**src/rtl/iterative_muldiv_unit.sv**
```systemverilog
// Radix-2 iterative multiply/divide unit: shift-add multiply, restoring divide,
// one iteration per cycle for WIDTH cycles, with a valid/ready request and result handshake.
`timescale 1ns/1ps
module iterative_muldiv_unit #(
  parameter int WIDTH = 32
) (
  input  logic             clk,
  input  logic             rst,
  input  logic             flush,
  input  logic             in_valid,
  output logic             in_ready,
  input  logic [2:0]       op,
  input  logic [WIDTH-1:0] a,
  input  logic [WIDTH-1:0] b,
  output logic             out_valid,
  input  logic             out_ready,
  output logic [WIDTH-1:0] result,
  output logic             busy
);

  localparam int CW = $clog2(WIDTH);
  localparam logic [CW-1:0] LAST = CW'(WIDTH - 1);

  typedef enum logic [1:0] {IDLE, BUSY, DONE} state_e;

  localparam logic [2:0] OP_MUL   = 3'b000;
  localparam logic [2:0] OP_MULHU = 3'b001;
  localparam logic [2:0] OP_MULH  = 3'b010;
  localparam logic [2:0] OP_DIVU  = 3'b100;
  localparam logic [2:0] OP_REMU  = 3'b101;
  localparam logic [2:0] OP_DIV   = 3'b110;
  localparam logic [2:0] OP_REM   = 3'b111;

  state_e             state_q, state_d;
  logic [CW-1:0]      cnt_q, cnt_d;
  logic [2:0]         op_q, op_d;
  logic               neg_q, neg_d;
  logic [WIDTH-1:0]   b_q, b_d;
  logic [2*WIDTH-1:0] p_q, p_d;
  logic [WIDTH-1:0]   res_q, res_d;

  // Request decode: operand magnitudes and the sign of the final result.
  logic [2:0]       op_n;
  logic             signed_in, a_neg, b_neg, b_zero;
  logic [WIDTH-1:0] a_mag, b_mag;

  always_comb begin
    op_n      = (op == 3'b011) ? OP_MUL : op;
    signed_in = (op_n == OP_MULH) || (op_n == OP_DIV) || (op_n == OP_REM);
    a_neg     = signed_in && a[WIDTH-1];
    b_neg     = signed_in && b[WIDTH-1];
    b_zero    = (b == '0);
    a_mag     = a_neg ? (~a + 1'b1) : a;
    b_mag     = b_neg ? (~b + 1'b1) : b;
  end

  // One iteration of either algorithm; p holds {acc/remainder, multiplier/quotient}.
  logic [WIDTH:0]     mul_sum, rem_sh, diff;
  logic [2*WIDTH-1:0] mul_next, div_next, p_iter, p_neg;
  logic [WIDTH-1:0]   quo, rem, res_fin;

  always_comb begin
    mul_sum  = {1'b0, p_q[2*WIDTH-1:WIDTH]} + (p_q[0] ? {1'b0, b_q} : '0);
    mul_next = {mul_sum, p_q[WIDTH-1:1]};
    rem_sh   = p_q[2*WIDTH-1:WIDTH-1];
    diff     = rem_sh - {1'b0, b_q};
    div_next = diff[WIDTH] ? {rem_sh[WIDTH-1:0], p_q[WIDTH-2:0], 1'b0}
                           : {diff[WIDTH-1:0],   p_q[WIDTH-2:0], 1'b1};
    p_iter   = op_q[2] ? div_next : mul_next;
    p_neg    = ~p_iter + 1'b1;
    quo      = neg_q ? (~p_iter[WIDTH-1:0] + 1'b1) : p_iter[WIDTH-1:0];
    rem      = neg_q ? (~p_iter[2*WIDTH-1:WIDTH] + 1'b1) : p_iter[2*WIDTH-1:WIDTH];
    case (op_q)
      OP_MUL:           res_fin = p_iter[WIDTH-1:0];
      OP_MULHU:         res_fin = p_iter[2*WIDTH-1:WIDTH];
      OP_MULH:          res_fin = neg_q ? p_neg[2*WIDTH-1:WIDTH] : p_iter[2*WIDTH-1:WIDTH];
      OP_DIVU, OP_DIV:  res_fin = quo;
      OP_REMU, OP_REM:  res_fin = rem;
      default:          res_fin = '0;
    endcase
  end

  // NOTE: every always_comb target gets a default first so no path leaves it unassigned (no latches).
  always_comb begin
    state_d = state_q;
    cnt_d   = cnt_q;
    op_d    = op_q;
    neg_d   = neg_q;
    b_d     = b_q;
    p_d     = p_q;
    res_d   = res_q;
    case (state_q)
      IDLE: if (in_valid) begin
        op_d    = op_n;
        b_d     = b_mag;
        p_d     = {{WIDTH{1'b0}}, a_mag};
        cnt_d   = '0;
        state_d = BUSY;
        case (op_n)
          OP_MULH: neg_d = a_neg ^ b_neg;
          OP_DIV:  neg_d = (a_neg ^ b_neg) && !b_zero;  // x/0 stays all-ones regardless of sign
          OP_REM:  neg_d = a_neg;
          default: neg_d = 1'b0;
        endcase
      end
      BUSY: begin
        p_d   = p_iter;
        cnt_d = cnt_q + 1'b1;
        if (cnt_q == LAST) begin
          res_d   = res_fin;
          state_d = DONE;
        end
      end
      DONE: if (out_ready) begin
        res_d   = '0;
        state_d = IDLE;
      end
      default: state_d = IDLE;
    endcase
    if (flush) begin
      state_d = IDLE;
      res_d   = '0;
    end
  end

  // NOTE: sequential state uses non-blocking assignments so all flops update together at the edge.
  // NOTE: datapath registers are reset too, so no stale operand or result survives a reset.
  always_ff @(posedge clk or negedge rst) begin
    if (!rst) begin
      state_q <= IDLE;
      cnt_q   <= '0;
      op_q    <= '0;
      neg_q   <= 1'b0;
      b_q     <= '0;
      p_q     <= '0;
      res_q   <= '0;
    end else begin
      state_q <= state_d;
      cnt_q   <= cnt_d;
      op_q    <= op_d;
      neg_q   <= neg_d;
      b_q     <= b_d;
      p_q     <= p_d;
      res_q   <= res_d;
    end
  end

  assign in_ready  = (state_q == IDLE);
  assign busy      = (state_q != IDLE);
  assign out_valid = (state_q == DONE);
  assign result    = out_valid ? res_q : '0;

endmodule

```
**config.mk**
```make
export PLATFORM = sky130hd
export DESIGN_NAME = iterative_muldiv_unit
export DESIGN_NICKNAME = d
export VERILOG_FILES = /design/src/rtl/iterative_muldiv_unit.sv
export SDC_FILE = /design/constraint.sdc
export NUM_CORES = 1
export LEC_CHECK = 0
export ABC_AREA = 1
export BUFFER_PORTS_ARGS = -buffer_cell sky130_fd_sc_hd__clkbuf_2
export CORE_MARGIN = 2
export CORE_UTILIZATION = 28
export CTS_BUF_LIST = sky130_fd_sc_hd__clkbuf_16
export DETAILED_ROUTE_END_ITERATION = 16
export GPL_ROUTABILITY_DRIVEN = 0
export GPL_TIMING_DRIVEN = 0
export SLEW_MARGIN = 20
export SYNTH_ARGS = -nofsm -noshare
export SYNTH_HDL_FRONTEND = slang
export SYNTH_SLANG_ARGS = --single-unit
```
**constraint.sdc**
```tcl
create_clock -name clk -period 5.3 [get_ports clk]
set_clock_uncertainty 0.2 [all_clocks]
set_input_delay 1.59 -clock clk [delete_from_list [all_inputs] [get_ports clk]]
set_output_delay 1.59 -clock clk [all_outputs]
set_load 0.03 [all_outputs]
```
* After elaboration in Yosys (flattened, before gate mapping)
Cells that the tools add are included.
** Operators by class
- Bitwise logic cells :: 6
- $add $sub $neg :: 8
- Multiplexer cells :: 25
- Equal/unequal tests :: 17
- Reduce and logical (&&, ||, !) cells :: 18
** Operators with widths (count)
- 32-bit 2-to-1 mux :: 10
- 64-bit 2-to-1 mux :: 3
- 32-bit one-hot mux with 5 select lines :: 1
- 32-bit by 1-bit adder with 32-bit output (second input constant) :: 4
- 32-bit inverter :: 4
- 64-bit one-hot mux with 2 select lines :: 1
- 64-bit by 1-bit adder with 64-bit output (second input constant) :: 1
- 64-bit inverter :: 1
- 32-bit one-hot mux with 2 select lines :: 1
- 32-bit by 32-bit adder with 33-bit output :: 1
- 33-bit by 32-bit subtractor with 33-bit output :: 1
- 32-bit logical NOT :: 1
- 3-bit == test (second input constant) :: 6
- 5-bit one-hot mux with 2 select lines :: 1
- 3-bit by 2-bit == test with 1-bit output (second input constant) :: 3
- 2-bit 2-to-1 mux :: 4
- 3-bit inequality test (second input constant) :: 2
- 2-bit one-hot mux with 3 select lines :: 1
- 3-bit AND reduction :: 2
- 5-bit by 1-bit adder with 5-bit output (second input constant) :: 1
- 5-bit == test (second input constant) :: 1
- 5-bit 2-to-1 mux :: 1
- 2-bit AND reduction :: 2
- 2-bit nonzero test :: 2
- 15 further kinds :: 19
** Storage, ports and cells
- Word-level logic and storage cells :: 81
- Register bits after elaboration :: 139

* Depth between registers and ports, before layout
Gate-level depths: netlist (run 1).
- Depth in word-level cells :: 10
- Mapped depth :: 37
- Depth with buffers taken out :: 37

* Least setup slack after synthesis (run 1)
OpenSTA, ideal clock, no wires.
- Path kind :: register -> register
- From :: register p_q[31]
- To :: register res_q[28]
- Cell stages (with the launch flop) :: 37
- Arrival :: 3.718 ns
- Period minus slack after synthesis :: 4.034 ns
- Setup slack :: 1.266 ns
- Buffers on the path :: 0
- Setup time :: 0.116 ns
- Path through :: dfrtp_1 > inv_1 > ha_1 > inv_1 > fa_1 > nand2_1 > nand2_1 > nand3_2 > nand2_4 > nand2_4 > nand2_4 > nand2_4 > nand2_4 > nand2_4 > nand2_8 > nand2_1 > nand2_2 > inv_1 > ha_1 > nor3b_2 > nand2_1 > inv_1 > nand2_1 > nor2_1 > nand2_1 > nor3_2 > nand2_1 > nor2_1 > nand2_1 > nor2_1 > nand3_1 > nand2_1 > nand3_1 > nand3_1 > nand3_1 > nand2_1 > nand2_1
** On the way
- Cells in the longest elaborated chain, start to end :: 10
- Elaborated cells on any way between the ends :: 16
- Those cells by class :: add/sub (4); mux (9); bitwise (3)
** RTL lines
- from (decl) :: RTL line 39 : logic [2*WIDTH-1:0] p_q, p_d;
- from (signal assigned) :: RTL line 143 : p_q <= p_d;
- 33-bit by 32-bit subtractor with 33-bit output :: RTL line 66 : diff = rem_sh - {1'b0, b_q};
- 64-bit 2-to-1 mux :: RTL line 67 : div_next = diff[WIDTH] ? {rem_sh[WIDTH-1:0], p_q[WIDTH-2:0], 1'b0}
- 64-bit 2-to-1 mux * :: RTL line 69 : p_iter = op_q[2] ? div_next : mul_next;
- 64-bit inverter (tied with other cells) :: RTL line 70 : p_neg = ~p_iter + 1'b1;
- 64-bit by 1-bit adder with 64-bit output (tied with other cells) :: RTL line 70
- 32-bit 2-to-1 mux (on tied branches) :: RTL line 76, 71, 72
- 32-bit one-hot mux with 5 select lines * :: RTL line 73 : case (op_q)
- 32-bit 2-to-1 mux * :: RTL line 109 : if (cnt_q == LAST) begin
- 32-bit one-hot mux with 2 select lines * :: RTL line 92 : case (state_q)
- 32-bit 2-to-1 mux * :: RTL line 120 : if (flush) begin
- to (signal assigned) :: RTL line 144 : res_q <= res_d;
- to (decl) :: RTL line 40 : logic [WIDTH-1:0] res_q, res_d;
Mark *: on every way between the ends. The rest lies on a longest branch, timed or not. The select of a mux whose other input is x is not followed.
A chain may end at the register's enable or synchronous reset.

* Worst setup path after layout (run 1)
- From :: register p_q[31]
- To :: register res_q[20]
Same word-level chain as after synthesis.

==> results.py, run 1 <==
metrics = {
    "status": {
        "status": "finished clean",
    },
    "clock_tree": {
        "cts_tree": "yes",
        "path_clk_slew_ns": 0.07,
        "numCtsBuffers": 17,
        "htree_levels": 4,
        "root_buffer": "clkbuf_16",
        "hold_buffers": 0,
        "insertion_delay_ns": 0.46,
        "cts_max_path_buffers": 2,
        "clock-sinks": 139,
    },
    "synthesis": {
        "synth_nets": 3099,
        "yosys.cell_types.count": 56,
        "synth_edf_count": 0,
        "synthCells": 2955,
        "synth_area_sq_mm": 0.0171,
        "syn_area_per_cell_sq_um": 5.78,
        "synth_most_common_cell": "nand2_1",
        "synth-seq-area-share": 0.204,
        "synthFlopType": "dfrtp_1",
        "async_flop_share": 1.00,
        "yosys.area.top_type": "dfrtp_1",
        "synth_common_cells": "nand2_1 (918), inv_1 (452), nor2_1 (307)",
        "synth_top_area_share": 0.204,
        "yosysWarningCount": 0,
        "ys_ff_latch": 139,
        "synthTopCellsByArea": "dfrtp_1 (20%), nand2_1 (20%), inv_1 (9.9%)",
    },
    "global_routing": {
        "grt_usage": 0.225,
        "grt_pass1_wl_um": 109000,
        "grt_max_degree": 82,
        "grt_antenna_before_repair": 1,
        "grt_pass1_vias": 18500,
        "overflow": 0,
    },
    "placement": {
        "port-buffer-count": 106,
        "dp_slack_ns": -0.181,
        "dp_hpwl_um": 59100,
    },
    "worst_setup_path": {
        "worst_ep_arrival_time_ns": 5.20,
        "reg2reg_depth": 36,
        "worstPathMaxFanout": 6,
        "r2r_end": "res_q[20]$_DFFE_PN0P_",
        "critPathKind": "reg -> reg",
        "critPathMaxStageDelay_ns": 0.40,
        "timing.reg2reg.setup_slack_ns": 0.24,
        "cp-end-kind": "register",
        "critPathSlowestCell": "dfrtp_1",
        "crit_top_cell": "nand2_1",
        "timing.rr.start": "p_q[31]$_DFFE_PN0P_",
        "start_kind": "register",
        "worstPathRequired_ns": 5.44,
    },
    "timing": {
        "fin_crit_sh": 0.954,
        "finalHoldViolCount": 0,
        "fin_tns_setup_ns": 0,
        "setup_viol": 0,
        "finalWorstPathRequiredPeriod_ns": 5.06,
        "fmax_mhz": 198,
        "setup_ws_ns": 0.242,
        "slew_violations": 0,
        "worst_pin_slew_ns": 1.03,
        "relSlewSlack": 0.306,
        "timing.hold.ws_ns": 0.277,
    },
    "detailed_routing": {
        "vias": 20000,
        "vias_per_cell": 5.16,
        "drt_first_pass_iters": 7,
        "totalWireLength_um": 71700,
        "drc": 0,
        "wire_per_inst_um": 18.5,
        "initialDrtViolationCount": 2183,
        "ant_nets": 0,
    },
    "final_layout": {
        "diodes": 0,
        "utilization": 0.320,
        "fillers": 6860,
        "drive_gt1_frac": 0.0975,
        "syn_to_final_growth_pct": 13.1,
        "layout.nets": 3228,
    },
    "worst_hold_path": {
        "min_path_cells": 2,
        "hold_end": "res_q[29]$_DFFE_PN0P_",
        "hp-start": "res_q[29]$_DFFE_PN0P_",
        "hold_class": "reg -> reg",
    },
    "floorplan": {
        "fp.dieW_um": 251,
        "die_y_um": 251,
        "die_area_sq_mm": 0.0630,
        "core_sq_mm": 0.0604,
        "num_io_pins": 107,
        "initial_utilization": 0.283,
        "fp-row-count": 90,
    },
    "run": {
        "maxCapViolations": 0,
    },
}
placed cells by master (no fill, tap or decap), types with 48 or more instances in the layout:
master    Yosys  layout
ha_1         70      69
clkbuf_1     50      48
a21oi_1     118     118
clkbuf_2      0     106
dfrtp_1     139     137
nor2_1      307     303
inv_1       452     450
nand2_1     918     914
nand3_1     238     237
o21ai_0     167     164
final cells by class:
class,instances,area [sq um],share of cell area
Multi-Input combinational cell,2257,11500,0.593
Inverter,469,1760,0.0912
Buffer,89,458,0.0237
Clock inverter,14,148,0.00765
Sequential cell,139,3480,0.180
Tap cell,782,978,0.0507
Clock buffer,17,425,0.0220
Timing Repair Buffer,111,601,0.0311
worst max-delay path by stage:
stage                        start               endpoint  slack (ns)
4_1_cts        p_q[31]$_DFFE_PN0P_   res_q[6]$_DFFE_PN0P_       0.006
2_1_floorplan  p_q[31]$_DFFE_PN0P_  res_q[28]$_DFFE_PN0P_        1.27
3_3_place_gp                   rst     b_q[3]$_DFFE_PN0P_       -0.15
5_1_grt        b_q[19]$_DFFE_PN0P_  res_q[28]$_DFFE_PN0P_       -0.01
6_report       p_q[31]$_DFFE_PN0P_  res_q[20]$_DFFE_PN0P_        0.24
3_5_place_dp    b_q[0]$_DFFE_PN0P_   res_q[8]$_DFFE_PN0P_       -0.18
layer usage:
metal  GRT usage  share of wire  vias up  wire (um)
met5           0        0.00018        -         13
met4       0.110          0.049        2       3540
met3      0.0409          0.085      192       6090
met2       0.354           0.44      950      31300
met1       0.298           0.43     9134      30800
li1            -              -     9714          -
registers in the layout (all words and copies together) (netlist names):
signal,cells
b_q,32
cnt_q,5
neg_q,1
op_q,3
p_q,64
res_q,32
state_q,2
cells by family after synthesis:
| family | Yosys count | synth area share |
|---|---|---|
| fa+ha+maj | 72 | 0.0536 |
| flops | 139 | 0.204 |
| xor+xnor | 79 | 0.0405 |
| buf+inv | 559 | 0.130 |
| simple gates | 1662 | 0.421 |
| compound gates | 444 | 0.151 |
what timing repair did:
item,in CTS,in global routing
setup endpoints to repair,9,24
gates cloned,0,0
pin swaps,0,5
setup buffers,0,3
gates resized for setup,7,20
worst max-delay path, delay by kind of cell, from the launching register on:
| kind | cells | cell delay [ns] |
|---|---|---|
| DFF | 1 | 0.40 |
| and+or+nand+nor | 29 | 3.32 |
| buffers and inverters | 4 | 0.32 |
| adders and majority gates | 3 | 0.69 |
metrics by stage:
stage | std cells | instance area, sq um
5_1_grt | 3878 | 19300
6_report | 3878 | 19300
3_5_place_dp | 3845 | 18600
2_1_floorplan | 2955 | 17100
4_1_cts | 3876 | 19200
3_3_place_gp | 3843 | 18600
Power of run 1 is left out: the tool's default activity adds up to more than one toggle a clock period on the data nets, which glitch-free logic cannot reach.
==> inputs of run 2 (changes only) <==
--- a/config.mk
+++ b/config.mk
@@ -7,12 +7,15 @@
 export LEC_CHECK = 0
 export ABC_AREA = 1
 export BUFFER_PORTS_ARGS = -buffer_cell sky130_fd_sc_hd__clkbuf_2
+export CELL_PAD_IN_SITES_DETAIL_PLACEMENT = 0
+export CELL_PAD_IN_SITES_GLOBAL_PLACEMENT = 1
 export CORE_MARGIN = 2
 export CORE_UTILIZATION = 28
 export CTS_BUF_LIST = sky130_fd_sc_hd__clkbuf_16
 export DETAILED_ROUTE_END_ITERATION = 16
 export GPL_ROUTABILITY_DRIVEN = 0
 export GPL_TIMING_DRIVEN = 0
+export PLACE_DENSITY_LB_ADDON = 0.1
 export SLEW_MARGIN = 20
 export SYNTH_ARGS = -nofsm -noshare
 export SYNTH_HDL_FRONTEND = slang
==> results.py, run 2 (synthesis gave the netlist of run 1 again) <==
metrics = {
    "floorplan": {
        "num_io_pins": 107,
        "initial_utilization": 0.283,
        "fp.dieW_um": 251,
        "die_y_um": 251,
        "fp-row-count": 90,
        "core_sq_mm": 0.0604,
        "die_area_sq_mm": 0.0630,
    },
    "clock_tree": {
        "root_buffer": "clkbuf_16",
        "numCtsBuffers": 17,
        "hold_buffers": 0,
        "cts_max_path_buffers": 2,
        "insertion_delay_ns": 0.50,
        "cts_tree": "yes",
        "htree_levels": 4,
        "clock-sinks": 139,
        "path_clk_slew_ns": 0.07,
    },
    "timing": {
        "slew_violations": 0,
        "setup_ws_ns": 0.287,
        "fmax_mhz": 199,
        "timing.hold.ws_ns": 0.279,
        "fin_crit_sh": 0.946,
        "grt_setup_unrepaired": "yes",
        "relSlewSlack": 0.236,
        "finalWorstPathRequiredPeriod_ns": 5.01,
        "worst_pin_slew_ns": 1.13,
        "finalHoldViolCount": 0,
        "setup_viol": 0,
    },
    "worst_setup_path": {
        "critPathTopFamily": "simple AND/OR/NAND/NOR gates",
        "start_kind": "register",
        "path_buf_inv": 5,
        "critPathKind": "reg -> reg",
        "crit_top_cell": "nand2_1",
        "worstPathMaxFanout": 6,
        "worst_ep_arrival_time_ns": 5.17,
        "critPathSlowestCell": "dfrtp_2",
        "worstPathRequired_ns": 5.45,
        "cp-end-kind": "register",
        "critPathMaxStageDelay_ns": 0.46,
    },
    "status": {
        "status": "finished clean",
    },
    "global_routing": {
        "grt_pass1_wl_um": 120000,
        "overflow": 0,
        "grt_antenna_before_repair": 0,
        "grt_pass1_vias": 19300,
        "grt_max_degree": 85,
        "grt_usage": 0.257,
    },
    "placement": {
        "dp_slack_ns": -0.270,
        "dp_hpwl_um": 68300,
        "port-buffer-count": 106,
    },
    "detailed_routing": {
        "vias_per_cell": 5.11,
        "totalWireLength_um": 81000,
        "wire_per_inst_um": 20.8,
        "ant_nets": 0,
        "drc": 0,
        "drt_first_pass_iters": 6,
        "vias": 19900,
        "initialDrtViolationCount": 1981,
    },
    "final_layout": {
        "layout.nets": 3236,
        "top_regs": "p_q: 64 flops, b_q: 32 flops, res_q: 32 flops",
        "syn_to_final_growth_pct": 13.8,
        "drive_gt1_frac": 0.108,
        "largest-register": "p_q",
        "final_common_cell": "nand2_1",
        "largest_register_ff_count": 64,
        "final_cell_mix": "nand2_1 (914), inv_1 (449), nor2_1 (300), nand3_1 (237), o21ai_0 (165)",
    },
    "run": {
        "maxCapViolations": 0,
    },
    "worst_hold_path": {
        "hold_class": "reg -> reg",
    },
}
## run 2: changes by cell type in the layout (fill, tap and decap cells not counted), sizes merged
cell	delta
buf	+7
bufinv	-1
clkbuf	+1
clkinv	-1
clkinvlp	-2
diode	+1
inv	+5
## run 2: cell type report
class	count	area (sq um)
plain buffers	90	462
flip-flops and latches	139	3490
fillers	7004	40900
clock inverters	15	175
inverters	469	1760
well taps	782	978
clock buffers	17	425
diodes	1	2.50
multi-input cells	2257	11500
repair buffers	118	653
## run 2: metrics by stage
stage               utilization  cell area [sq um]  instances  setup TNS, ns
finish                    0.322              19400       3888              0
global route              0.322              19400       3887        -0.0963
CTS                       0.319              19300       3877              0
detailed placement        0.309              18600       3845         -0.961
global placement          0.308              18600       3843         -34.08
floorplan                     -              17100       2955              0
## run 2: final timing paths
check / end / cells after the start / startpoint / slack, ns
max in group asynchronous: b_q[28]$_DFFE_PN0P_ / 2 / rst / 3.13
hold / removal: res_q[27]$_DFFE_PN0P_ / 2 / res_q[27]$_DFFE_PN0P_ / 0.28
setup / recovery: res_q[0]$_DFFE_PN0P_ / 28 / b_q[23]$_DFFE_PN0P_ / 0.29
setup reg to reg: res_q[0]$_DFFE_PN0P_ / 28 / b_q[23]$_DFFE_PN0P_ / 0.29
hold reg to reg: res_q[27]$_DFFE_PN0P_ / 2 / res_q[27]$_DFFE_PN0P_ / 0.28
min in group asynchronous: res_q[17]$_DFFE_PN0P_ / 1 / rst / 0.87
## run 2: routing by layer
metal	vias to the layer above	GRT usage	wire (um)
li1	9751	-	-
met1	9341	0.359	37800
met2	690	0.405	35600
met3	84	0.0461	5730
met4	0	0.0682	1770
met5	-	0	0
## run 2: worst min-delay path, cell delays in order (launching register included)
cell	delay [ns]
dfrtp_1	0.34
nand2_1	0.05
nand2_1	0.05
## run 2: repair_timing
action,CTS,global route
gates resized for setup,11,38
endpoints found under the setup margin,6,20
buffers inserted,0,10
pin swaps,0,4
Power of run 2 is left out for the same reason.
